File: src/rtl/uart_rx_os16_if.sv
// Receive holding-register bus between the UART receiver and its consumer.
// Latency: none; this is wiring only.
// Backpressure: none on the line; rx_ack from the slave releases the held byte.
// Ports (master = receiver side):
//   rx_ack      consumer acknowledge (slave -> master)
//   rx_data     last received byte
//   rx_valid    byte held, not yet acknowledged
//   frame_err   stop bit of the held byte sampled low
//   parity_err  parity mismatch on the held byte
//   overrun     a byte was overwritten before it was acknowledged
interface uart_rx_os16_if #(
  parameter int DATA_BITS = 8
);
  logic                 rx_ack;
  logic [DATA_BITS-1:0] rx_data;
  logic                 rx_valid;
  logic                 frame_err;
  logic                 parity_err;
  logic                 overrun;

  modport master (
    input  rx_ack,
    output rx_data, rx_valid, frame_err, parity_err, overrun
  );

  modport slave (
    output rx_ack,
    input  rx_data, rx_valid, frame_err, parity_err, overrun
  );
endinterface

File: src/rtl/uart_rx_os16.sv
// UART receiver: 1 start, DATA_BITS data (LSB first), optional even parity, 1 stop; 16x oversampled on baud_clk.
// Latency: byte valid on the stop-sample edge, 152 edges after the start edge (8 data bits, 168 with parity).
// Backpressure: none on the line; an unacknowledged byte is overwritten and overrun is flagged.
// Optional feature: define UART_RX_PARITY_EN to add the parity bit and its check.
// Ports:
//   baud_clk  16x bit-rate clock, rising edge
//   reset     asynchronous, active-high
//   rx_in     serial line, idle high, asynchronous to baud_clk
//   rx_bus    holding-register bus (master side): rx_ack in; rx_data, rx_valid, error flags out
//   rx_busy   receiver is somewhere inside a frame
module uart_rx_os16 #(
  parameter int DATA_BITS = 8
) (
  input  logic           baud_clk,
  input  logic           reset,
  input  logic           rx_in,
  uart_rx_os16_if.master rx_bus,
  output logic           rx_busy
);

  localparam int IW = (DATA_BITS > 1) ? $clog2(DATA_BITS) : 1;
  localparam logic [IW-1:0] LAST_IDX = IW'(DATA_BITS - 1);

  typedef enum logic [2:0] {
    IDLE,
    START,
    DATA,
`ifdef UART_RX_PARITY_EN
    PARITY,
`endif
    STOP
  } state_t;

  state_t               state_q;
  logic [1:0]           sync_q;
  logic [3:0]           cnt_q;
  logic [IW-1:0]        idx_q;
  logic                 armed_q;
  logic [DATA_BITS-1:0] shreg_q;
  logic [DATA_BITS-1:0] data_q;
  logic                 valid_q;
  logic                 ferr_q;
  logic                 ovr_q;
  logic                 rx_s;
  logic                 commit;

  assign rx_s   = sync_q[1];
  assign commit = (state_q == STOP) && (cnt_q == 4'd15);

  // Two-flop synchronizer; resets to the idle (high) line level.
  always_ff @(posedge baud_clk or posedge reset) begin
    if (reset) sync_q <= 2'b11;
    else       sync_q <= {sync_q[0], rx_in};
  end

`ifdef UART_RX_PARITY_EN
  logic par_q;
  logic perr_q;
`endif

  always_ff @(posedge baud_clk or posedge reset) begin
    if (reset) begin
      state_q <= IDLE;
      cnt_q   <= '0;
      idx_q   <= '0;
      armed_q <= 1'b0;
      shreg_q <= '0;
      data_q  <= '0;
      valid_q <= 1'b0;
      ferr_q  <= 1'b0;
      ovr_q   <= 1'b0;
`ifdef UART_RX_PARITY_EN
      par_q   <= 1'b0;
      perr_q  <= 1'b0;
`endif
    end else begin
      case (state_q)
        IDLE: begin
          cnt_q <= '0;
          // A low line only starts a frame once the line has been seen high,
          // so a break or stuck-low line cannot retrigger frames.
          if (rx_s) begin
            armed_q <= 1'b1;
          end else if (armed_q) begin
            state_q <= START;
            armed_q <= 1'b0;
          end
        end
        START: begin
          if (cnt_q == 4'd7) begin
            cnt_q <= '0;
            idx_q <= '0;
            if (!rx_s) begin
              state_q <= DATA;
            end else begin
              // False start: the line is already back high, so stay armed.
              state_q <= IDLE;
              armed_q <= 1'b1;
            end
          end else begin
            cnt_q <= cnt_q + 4'd1;
          end
        end
        DATA: begin
          cnt_q <= cnt_q + 4'd1;  // wraps to 0 after the mid-bit sample
          if (cnt_q == 4'd15) begin
            shreg_q[idx_q] <= rx_s;
            idx_q          <= idx_q + 1'b1;
            if (idx_q == LAST_IDX) begin
`ifdef UART_RX_PARITY_EN
              state_q <= PARITY;
`else
              state_q <= STOP;
`endif
            end
          end
        end
`ifdef UART_RX_PARITY_EN
        PARITY: begin
          cnt_q <= cnt_q + 4'd1;
          if (cnt_q == 4'd15) begin
            par_q   <= rx_s;
            state_q <= STOP;
          end
        end
`endif
        STOP: begin
          cnt_q <= cnt_q + 4'd1;
          if (cnt_q == 4'd15) begin
            state_q <= IDLE;
            // A high stop bit counts as having seen the line high, which lets
            // the next start bit follow immediately at full rate.
            armed_q <= rx_s;
          end
        end
        default: state_q <= IDLE;
      endcase

      // Holding register: a commit always wins over a same-cycle ack.
      if (commit) begin
        data_q  <= shreg_q;
        valid_q <= 1'b1;
        ferr_q  <= ~rx_s;
        ovr_q   <= ovr_q | (valid_q & ~rx_bus.rx_ack);
`ifdef UART_RX_PARITY_EN
        perr_q  <= (^shreg_q) ^ par_q;
`endif
      end else if (rx_bus.rx_ack && valid_q) begin
        valid_q <= 1'b0;
        ferr_q  <= 1'b0;
        ovr_q   <= 1'b0;
`ifdef UART_RX_PARITY_EN
        perr_q  <= 1'b0;
`endif
      end
    end
  end

  assign rx_bus.rx_data   = data_q;
  assign rx_bus.rx_valid  = valid_q;
  assign rx_bus.frame_err = ferr_q;
  assign rx_bus.overrun   = ovr_q;
`ifdef UART_RX_PARITY_EN
  assign rx_bus.parity_err = perr_q;
`else
  assign rx_bus.parity_err = 1'b0;
`endif

  assign rx_busy = (state_q != IDLE);

endmodule

File: src/flat_wrapper.sv
// flat-port wrapper written by rule: the top's interface ports become plain ports
module uart_rx_os16_flat 
#(
  parameter int DATA_BITS = 8
)
  (baud_clk, reset, rx_in, rx_busy, rx_bus_rx_ack, rx_bus_rx_data, rx_bus_rx_valid, rx_bus_frame_err, rx_bus_parity_err, rx_bus_overrun);
  uart_rx_os16_if #(.DATA_BITS(DATA_BITS)) rx_bus_i ();
  input  logic baud_clk;
  input  logic reset;
  input  logic rx_in;
  output logic rx_busy;
  input wire logic [$bits(rx_bus_i.rx_ack)-1:0] rx_bus_rx_ack;
  output wire logic [$bits(rx_bus_i.rx_data)-1:0] rx_bus_rx_data;
  output wire logic [$bits(rx_bus_i.rx_valid)-1:0] rx_bus_rx_valid;
  output wire logic [$bits(rx_bus_i.frame_err)-1:0] rx_bus_frame_err;
  output wire logic [$bits(rx_bus_i.parity_err)-1:0] rx_bus_parity_err;
  output wire logic [$bits(rx_bus_i.overrun)-1:0] rx_bus_overrun;
  assign rx_bus_i.rx_ack = rx_bus_rx_ack;
  assign rx_bus_rx_data = rx_bus_i.rx_data;
  assign rx_bus_rx_valid = rx_bus_i.rx_valid;
  assign rx_bus_frame_err = rx_bus_i.frame_err;
  assign rx_bus_parity_err = rx_bus_i.parity_err;
  assign rx_bus_overrun = rx_bus_i.overrun;
  uart_rx_os16 #(.DATA_BITS(DATA_BITS)) u_core (.baud_clk(baud_clk), .reset(reset), .rx_in(rx_in), .rx_bus(rx_bus_i), .rx_busy(rx_busy));
endmodule
File: config.mk
export PLATFORM = sky130hd
export DESIGN_NAME = uart_rx_os16_flat
export DESIGN_NICKNAME = d
export VERILOG_FILES = /design/src/rtl/uart_rx_os16_if.sv /design/src/rtl/uart_rx_os16.sv /design/src/flat_wrapper.sv
export SDC_FILE = /design/constraint.sdc
export NUM_CORES = 1
export LEC_CHECK = 0
export ABC_AREA = 0
export BUFFER_PORTS_ARGS = -buffer_cell sky130_fd_sc_hd__buf_2
export CORE_MARGIN = 2
export CORE_UTILIZATION = 55
export DETAILED_ROUTE_END_ITERATION = 6
export PLACE_DENSITY = 0.88
export SKIP_LAST_GASP = 1
export SYNTH_ARGS = -nofsm -noshare
export SYNTH_HDL_FRONTEND = slang
export SYNTH_SLANG_ARGS = --single-unit
File: constraint.sdc
create_clock -name baud_clk -period 2.1 [get_ports baud_clk]
set_clock_uncertainty 0.2 [all_clocks]
set_input_delay 0.21 -clock baud_clk [delete_from_list [all_inputs] [get_ports baud_clk]]
set_output_delay 0.21 -clock baud_clk [all_outputs]
set_load 0.005 [all_outputs]
# Yosys cells after proc, flatten, opt, wreduce, memory -nomap -nowiden
# Index checks and enable logic that the tools add are counted.
[classes]
addsub = 2
n_mul = 0
div_mod_pow = 0
order_cmp = 2
n_eq_ne = 13
n_shift = 0
muxes = 25
bitwise_logic = 4
reduce_logical = 14
[ops]
columns = ["cell", "count"]
rows = [
  ["$mux 3", 8],
  ["$pmux 3 s4", 1],
  ["$pmux 4 s3", 1],
  ["$ne 2x1->1 const B", 5],
  ["$mux 1", 9],
  ["$reduce_bool 3->1", 3],
  ["$bwmux 8", 1],
  ["$eq 3x2->1 const B", 2],
  ["$pmux 3 s2", 1],
  ["$reduce_and 6->1", 1],
  ["$add 4x1->4 const B", 1],
  ["$eq 4x3->1 const B", 1],
  ["$eq 4x4->1 const B", 1],
  ["$lt 3x4->1 const B", 1],
  ["$mux 4", 1],
  ["$ne 2x2->1 const B", 2],
  ["$reduce_and 4->1", 1],
  ["$reduce_bool 2->1", 2],
  ["$add 3x1->3 const B", 1],
  ["$demux 1 s3", 1],
  ["$eq 3x1->1 const B", 1],
  ["$eq 3x3->1 const B", 1],
  ["$ge 3x1->1 const B", 1],
  ["$logic_and 1x1->1", 3],
  ["other kinds (9)", 10],
]
[word_totals]
register_bits = 32
latchBits = 0
ramBits = 0
mem_bits_ro = 0
inputBits = 4
out_inout_bits = 13
word_cells = 70
mem_count = 0

# Depth between registers and ports, before layout
[depth]
ltp_word = 5
depth_mapped = 5
depth_no_buf = 4

# Least setup slack after synthesis
# OpenSTA, ideal clock, no wires.
[synth_path]
kind = "reg-to-reg"
from = "register u_core.cnt_q[0]"
to = "register u_core.state_q[0]"
setup_ns = 0.124
arrival_ns = 1.363
required_ns = 1.776
path_slack_ns = 0.413
stages_incl_launch_ff = 6
n_path_buf = 1
synth_period_minus_slack_ns = 1.687
path_cell_list = "dfrtp_1 -> ha_1 -> buf_4 -> and4b_4 -> a22o_1 -> a211o_1"
[synth_via]
elab_chain_cells = 3
elab_cells_between_ends = 6
classes_between = "5 x eq/ne; 1 x reduce/logical"
[synth_lines]
columns = ["item", "line_no", "source"]
rows = [
  ["from (decl)", "uart_rx_os16.sv:36", "logic [3:0] cnt_q;"],
  ["from (signal assigned)", "uart_rx_os16.sv:101", "cnt_q <= cnt_q + 4'd1;"],
  ["from (signal assigned)", "uart_rx_os16.sv:105", "cnt_q <= cnt_q + 4'd1;"],
  ["from (signal assigned)", "uart_rx_os16.sv:128", "cnt_q <= cnt_q + 4'd1;"],
  ["$eq 4x4->1 / $eq 4x3->1 (equally long branches)", "uart_rx_os16.sv:106, uart_rx_os16.sv:129, uart_rx_os16.sv:90", ""],
  ["$ne 2x1->1 (no source line) / $ne 2x2->1 (equally long branches)", "--", ""],
  ["$reduce_and 6->1 (no source line) (*)", "--", ""],
  ["to (signal assigned)", "uart_rx_os16.sv:113", "state_q <= STOP;"],
  ["to (signal assigned)", "uart_rx_os16.sv:130", "state_q <= IDLE;"],
  ["to (signal assigned)", "uart_rx_os16.sv:136", "default: state_q <= IDLE;"],
  ["to (decl)", "uart_rx_os16.sv:34", "state_t state_q;"],
]
# Every way passes the cells marked *; elsewhere a longest branch is shown, timed or not.
# A chain may end at the register's enable or synchronous reset.

# Final worst setup path
[layout_path]
from = "register u_core.cnt_q[0]"
to = "register u_core.data_q[3], in the netlist u_core.rx_bus.rx_data[3]"
[layout_via]
elab_chain_cells = 2
[layout_lines]
columns = ["item", "line_no", "source"]
rows = [
  ["$eq 4x4->1", "uart_rx_os16.sv:48", "assign commit = (state_q == STOP) && (cnt_q == 4'd15);"],
  ["$logic_and 1x1->1", "uart_rx_os16.sv:48", ""],
  ["to (signal assigned)", "uart_rx_os16.sv:141", "data_q <= shreg_q;"],
  ["to (decl)", "uart_rx_os16.sv:40", "logic [DATA_BITS-1:0] data_q;"],
]
# No other way between the ends.

==> impl_results.md <==
* Critical path peak fanout at 10
* Die H at 56.8 µm
* Clk pin slew, worst setup/hold paths at about 0.090 ns
* PwrDens at 1050 nW/µm²
* Worst vdd ir at 0.786 mV
* Clock Sinks at 31
* Syn_nets at between 100 and 150
* Switching share of power at 0.340
* Post-Synthesis Cells at 130
* First-pass GRT wire length at 4.64 mm
* P_sw at 0.608 mW
* CP max stage delay at 0.38 ns
* Post-route ant nets at 0
* Die footprint at about 3200 µm²
* Clk network pwr share at 0.269
* Ratio of final minimum period to clock period at 0.892
* Seq cells post-synth at 31
* Post-synthesis area per instance at 11.8 µm²
* Max H-tree Level at 2
* Achievable clock frequency at between 0.5 and 0.6 GHz
* Seq/Total Area, Yosys at 0.507
* Placer's final routability congestion estimate at between 0.7 and 0.8
* Status: completed
* Worst Path Buf+Inv at 0
* # Post-CTS Setup Buffers at 0
* Hold Path Class: in -> reg
* Kind of critical path: reg -> reg
* Dpl cell area at 1600 µm²
* CTS tree: yes
* Setup crit end kind: register
* Crit path DAT at 1.89 ns
* First drt pass iteration count at 6
* Ports at 17
* Initial antenna violation count at 0
* Placed insts at 169
* Final instance area at between 1500 and 2000 µm²
* Dpl ws at 0.230 ns
* GRT Total Usage at 0.189
* Startpoint types: register
* Largest net degree at the start of global routing at 32
* Final hold vios at 0
* Flop pwr share at 0.457
* RSZ-0062 raised after global routing: no
* Post-DP HPWL at 1.88 mm
* Ant. Diodes at 0
* Cell family with most CP delay: simple AND/OR/NAND/NOR gates
* Comb pwr share at 0.274
* Root buffer cell: clkbuf_4
* Synth unique cells at 39
* Core Util, Final at 0.631
* Total number of vias at roughly 1,100
* R2r setup slk at 0.23 ns
* Int Power at 1.18 mW
* Core area at 2710 µm²
* Post-route setup slack at ~0.23 ns
* Final setup violation count at 0
* Port Buf Inserts at 15
* Pins over their slew limit at 0
* Max Cap Violations at 0
* Total length of routed wires at between 2 and 3 mm
* Area Overhead vs Synth at 11.4%
* Die width at 56.8 µm
* Leak at ~0.83 nW
* Wire length per cell at 14.8 µm
* Row cnt at 19
* Post-layout minimum cycle time at roughly 1.9 ns
* Clock buffer depth at 2
* Fin nets at 154
* Hold_ws at 0.0138 ns
* Number of global-route vias before repair at 1,040
* Crit-path cells: ha_1 > nand3_4 > nor2_8 > mux2_2
* DR iter-0 viols at 40
* CTS Buf Count at 5
* Starting Density at 0.566
* Average vias per placed instance at 5.96
* WP data required at 2.11 ns
* Total power at 1.79 mW
* Fin Setup TNS at 0 ns
* Max stage delay cell, worst path: dfrtp_1
* Yosys warns at 0
* Drt drc at 0
* Syn Std Cell Area at 1530 µm²
* Gr ovfl total at 0
* Fraction of layout cells with a size suffix above 1 at 0.331
* Clock Latency Late Sink at 0.34 ns
* Layout Cells excl Fill at 179
cell usage after synthesis, drive strengths merged:
cell / number / share of area
dfrtp: 29 / 0.47
a211oi: 1 / 0.0049
nor2b: 1 / 0.0041
ha: 3 / 0.024
and4b: 1 / 0.0090
o22ai: 2 / 0.0082
a21oi: 4 / 0.013
nand4: 2 / 0.0082
o2bb2ai: 1 / 0.0057
a211o: 2 / 0.011
and4bb: 1 / 0.0082
inv: 6 / 0.015
nand3: 5 / 0.024
a22o: 2 / 0.011
dfstp: 2 / 0.034
nor3: 7 / 0.023
nor2: 9 / 0.033
o22a: 1 / 0.0057
nor4: 3 / 0.012
xnor2: 2 / 0.011
a41o: 1 / 0.0065
nor4b: 1 / 0.015
conb: 1 / 0.0024
nand4b: 3 / 0.017
nand2b: 1 / 0.0041
and3: 2 / 0.0082
nand2: 6 / 0.015
o21ai: 1 / 0.0033
mux2: 16 / 0.12
clkbuf: 1 / 0.0024
nor3b: 1 / 0.012
buf: 9 / 0.042
a21boi: 1 / 0.0049
nand3b: 2 / 0.0098
kinds of logic after synthesis:
group	after synthesis	synth area share
fa+ha+maj	3	0.0245
other cells	1	0.00244
compound gates	16	0.0750
mux	16	0.117
xor+xnor	2	0.0114
flops	31	0.507
buf+inv	16	0.0587
simple gates	45	0.203
worst reg2reg max path: stages, from the launching register on:
cell	delay (ns)
dfrtp_1	0.38
ha_1	0.37
nand3_4	0.20
nor2_8	0.26
mux2_2	0.36
path summary, 6_finish.rpt:
path | endpoint | cells after the start | from
setup / recovery | u_core.rx_bus.rx_data[3]$_DFFE_PP0P_ | 4 | u_core.cnt_q[0]$_DFFE_PP0P_
hold / removal | u_core.rx_bus.frame_err$_DFFE_PP0P_ | 4 | rx_bus_rx_ack
setup reg to reg | u_core.rx_bus.rx_data[3]$_DFFE_PP0P_ | 4 | u_core.cnt_q[0]$_DFFE_PP0P_
hold reg to reg | u_core.sync_q[1]$_DFF_PP1_ | 0 | u_core.sync_q[0]$_DFF_PP1_
max in group asynchronous | u_core.sync_q[1]$_DFF_PP1_ | 4 | reset
min in group asynchronous | u_core.shreg_q[2]$_DFFE_PP0P_ | 4 | reset
repair_timing:
action / 4_1_cts / 5_1_grt
gates resized for setup: 0 / 0
hold buffers: 2 / 0
hold endpoints to repair: 30 / 0
flip-flops by register name (all words and copies together) (netlist names):
name                     count
u_core.armed_q               1
u_core.cnt_q                 4
u_core.idx_q                 3
u_core.rx_bus.frame_err      1
u_core.rx_bus.overrun        1
u_core.rx_bus.rx_data        8
u_core.rx_bus.rx_valid       1
u_core.shreg_q               8
u_core.state_q               2
u_core.sync_q                2
metal layers:
layer  part of all wire  routed length, µm  vias to the layer above  GRT usage
li1                   -                  -                      500          -
met3              0.037                 99                        5     0.0691
met1               0.45               1200                      539      0.237
met2               0.50               1320                       23      0.304
met4              0.013                 34                        0     0.0598
met5                  0                  0                        -          0
cell usage in the layout, fill, tap and decap left out, types with 3 or more instances in the layout:
cell / n
buf_4: 3
mux2_2: 15
buf_2: 15
dfrtp_1: 29
nor3_1: 7
nand4b_1: 3
nor4_1: 3
nor2_1: 8
inv_1: 6
a21oi_1: 4
nand3_1: 4
ha_1: 3
nand2_1: 6
clkbuf_4: 5
area by class of cell:
cell class | instances | area, µm²
fillers | 214 | 1000
flip-flops and latches | 31 | 778
multi-input cells | 83 | 666
repair buffers | 20 | 118
clock buffers | 6 | 51.3
well taps | 31 | 38.8
clock inverters | 2 | 35.0
inverters | 6 | 22.5
power by group through the flow:
stage	registers, mW	clock network, mW	logic [mW]
after floorplan	0.724	0	0.515
after global placement	0.814	0	0.454
after detailed placement	0.829	0	0.484
after CTS	0.817	0.492	0.493
after global routing	0.837	0.517	0.548
final	0.818	0.481	0.490
Note: power is estimated with default switching activity, not from simulation.
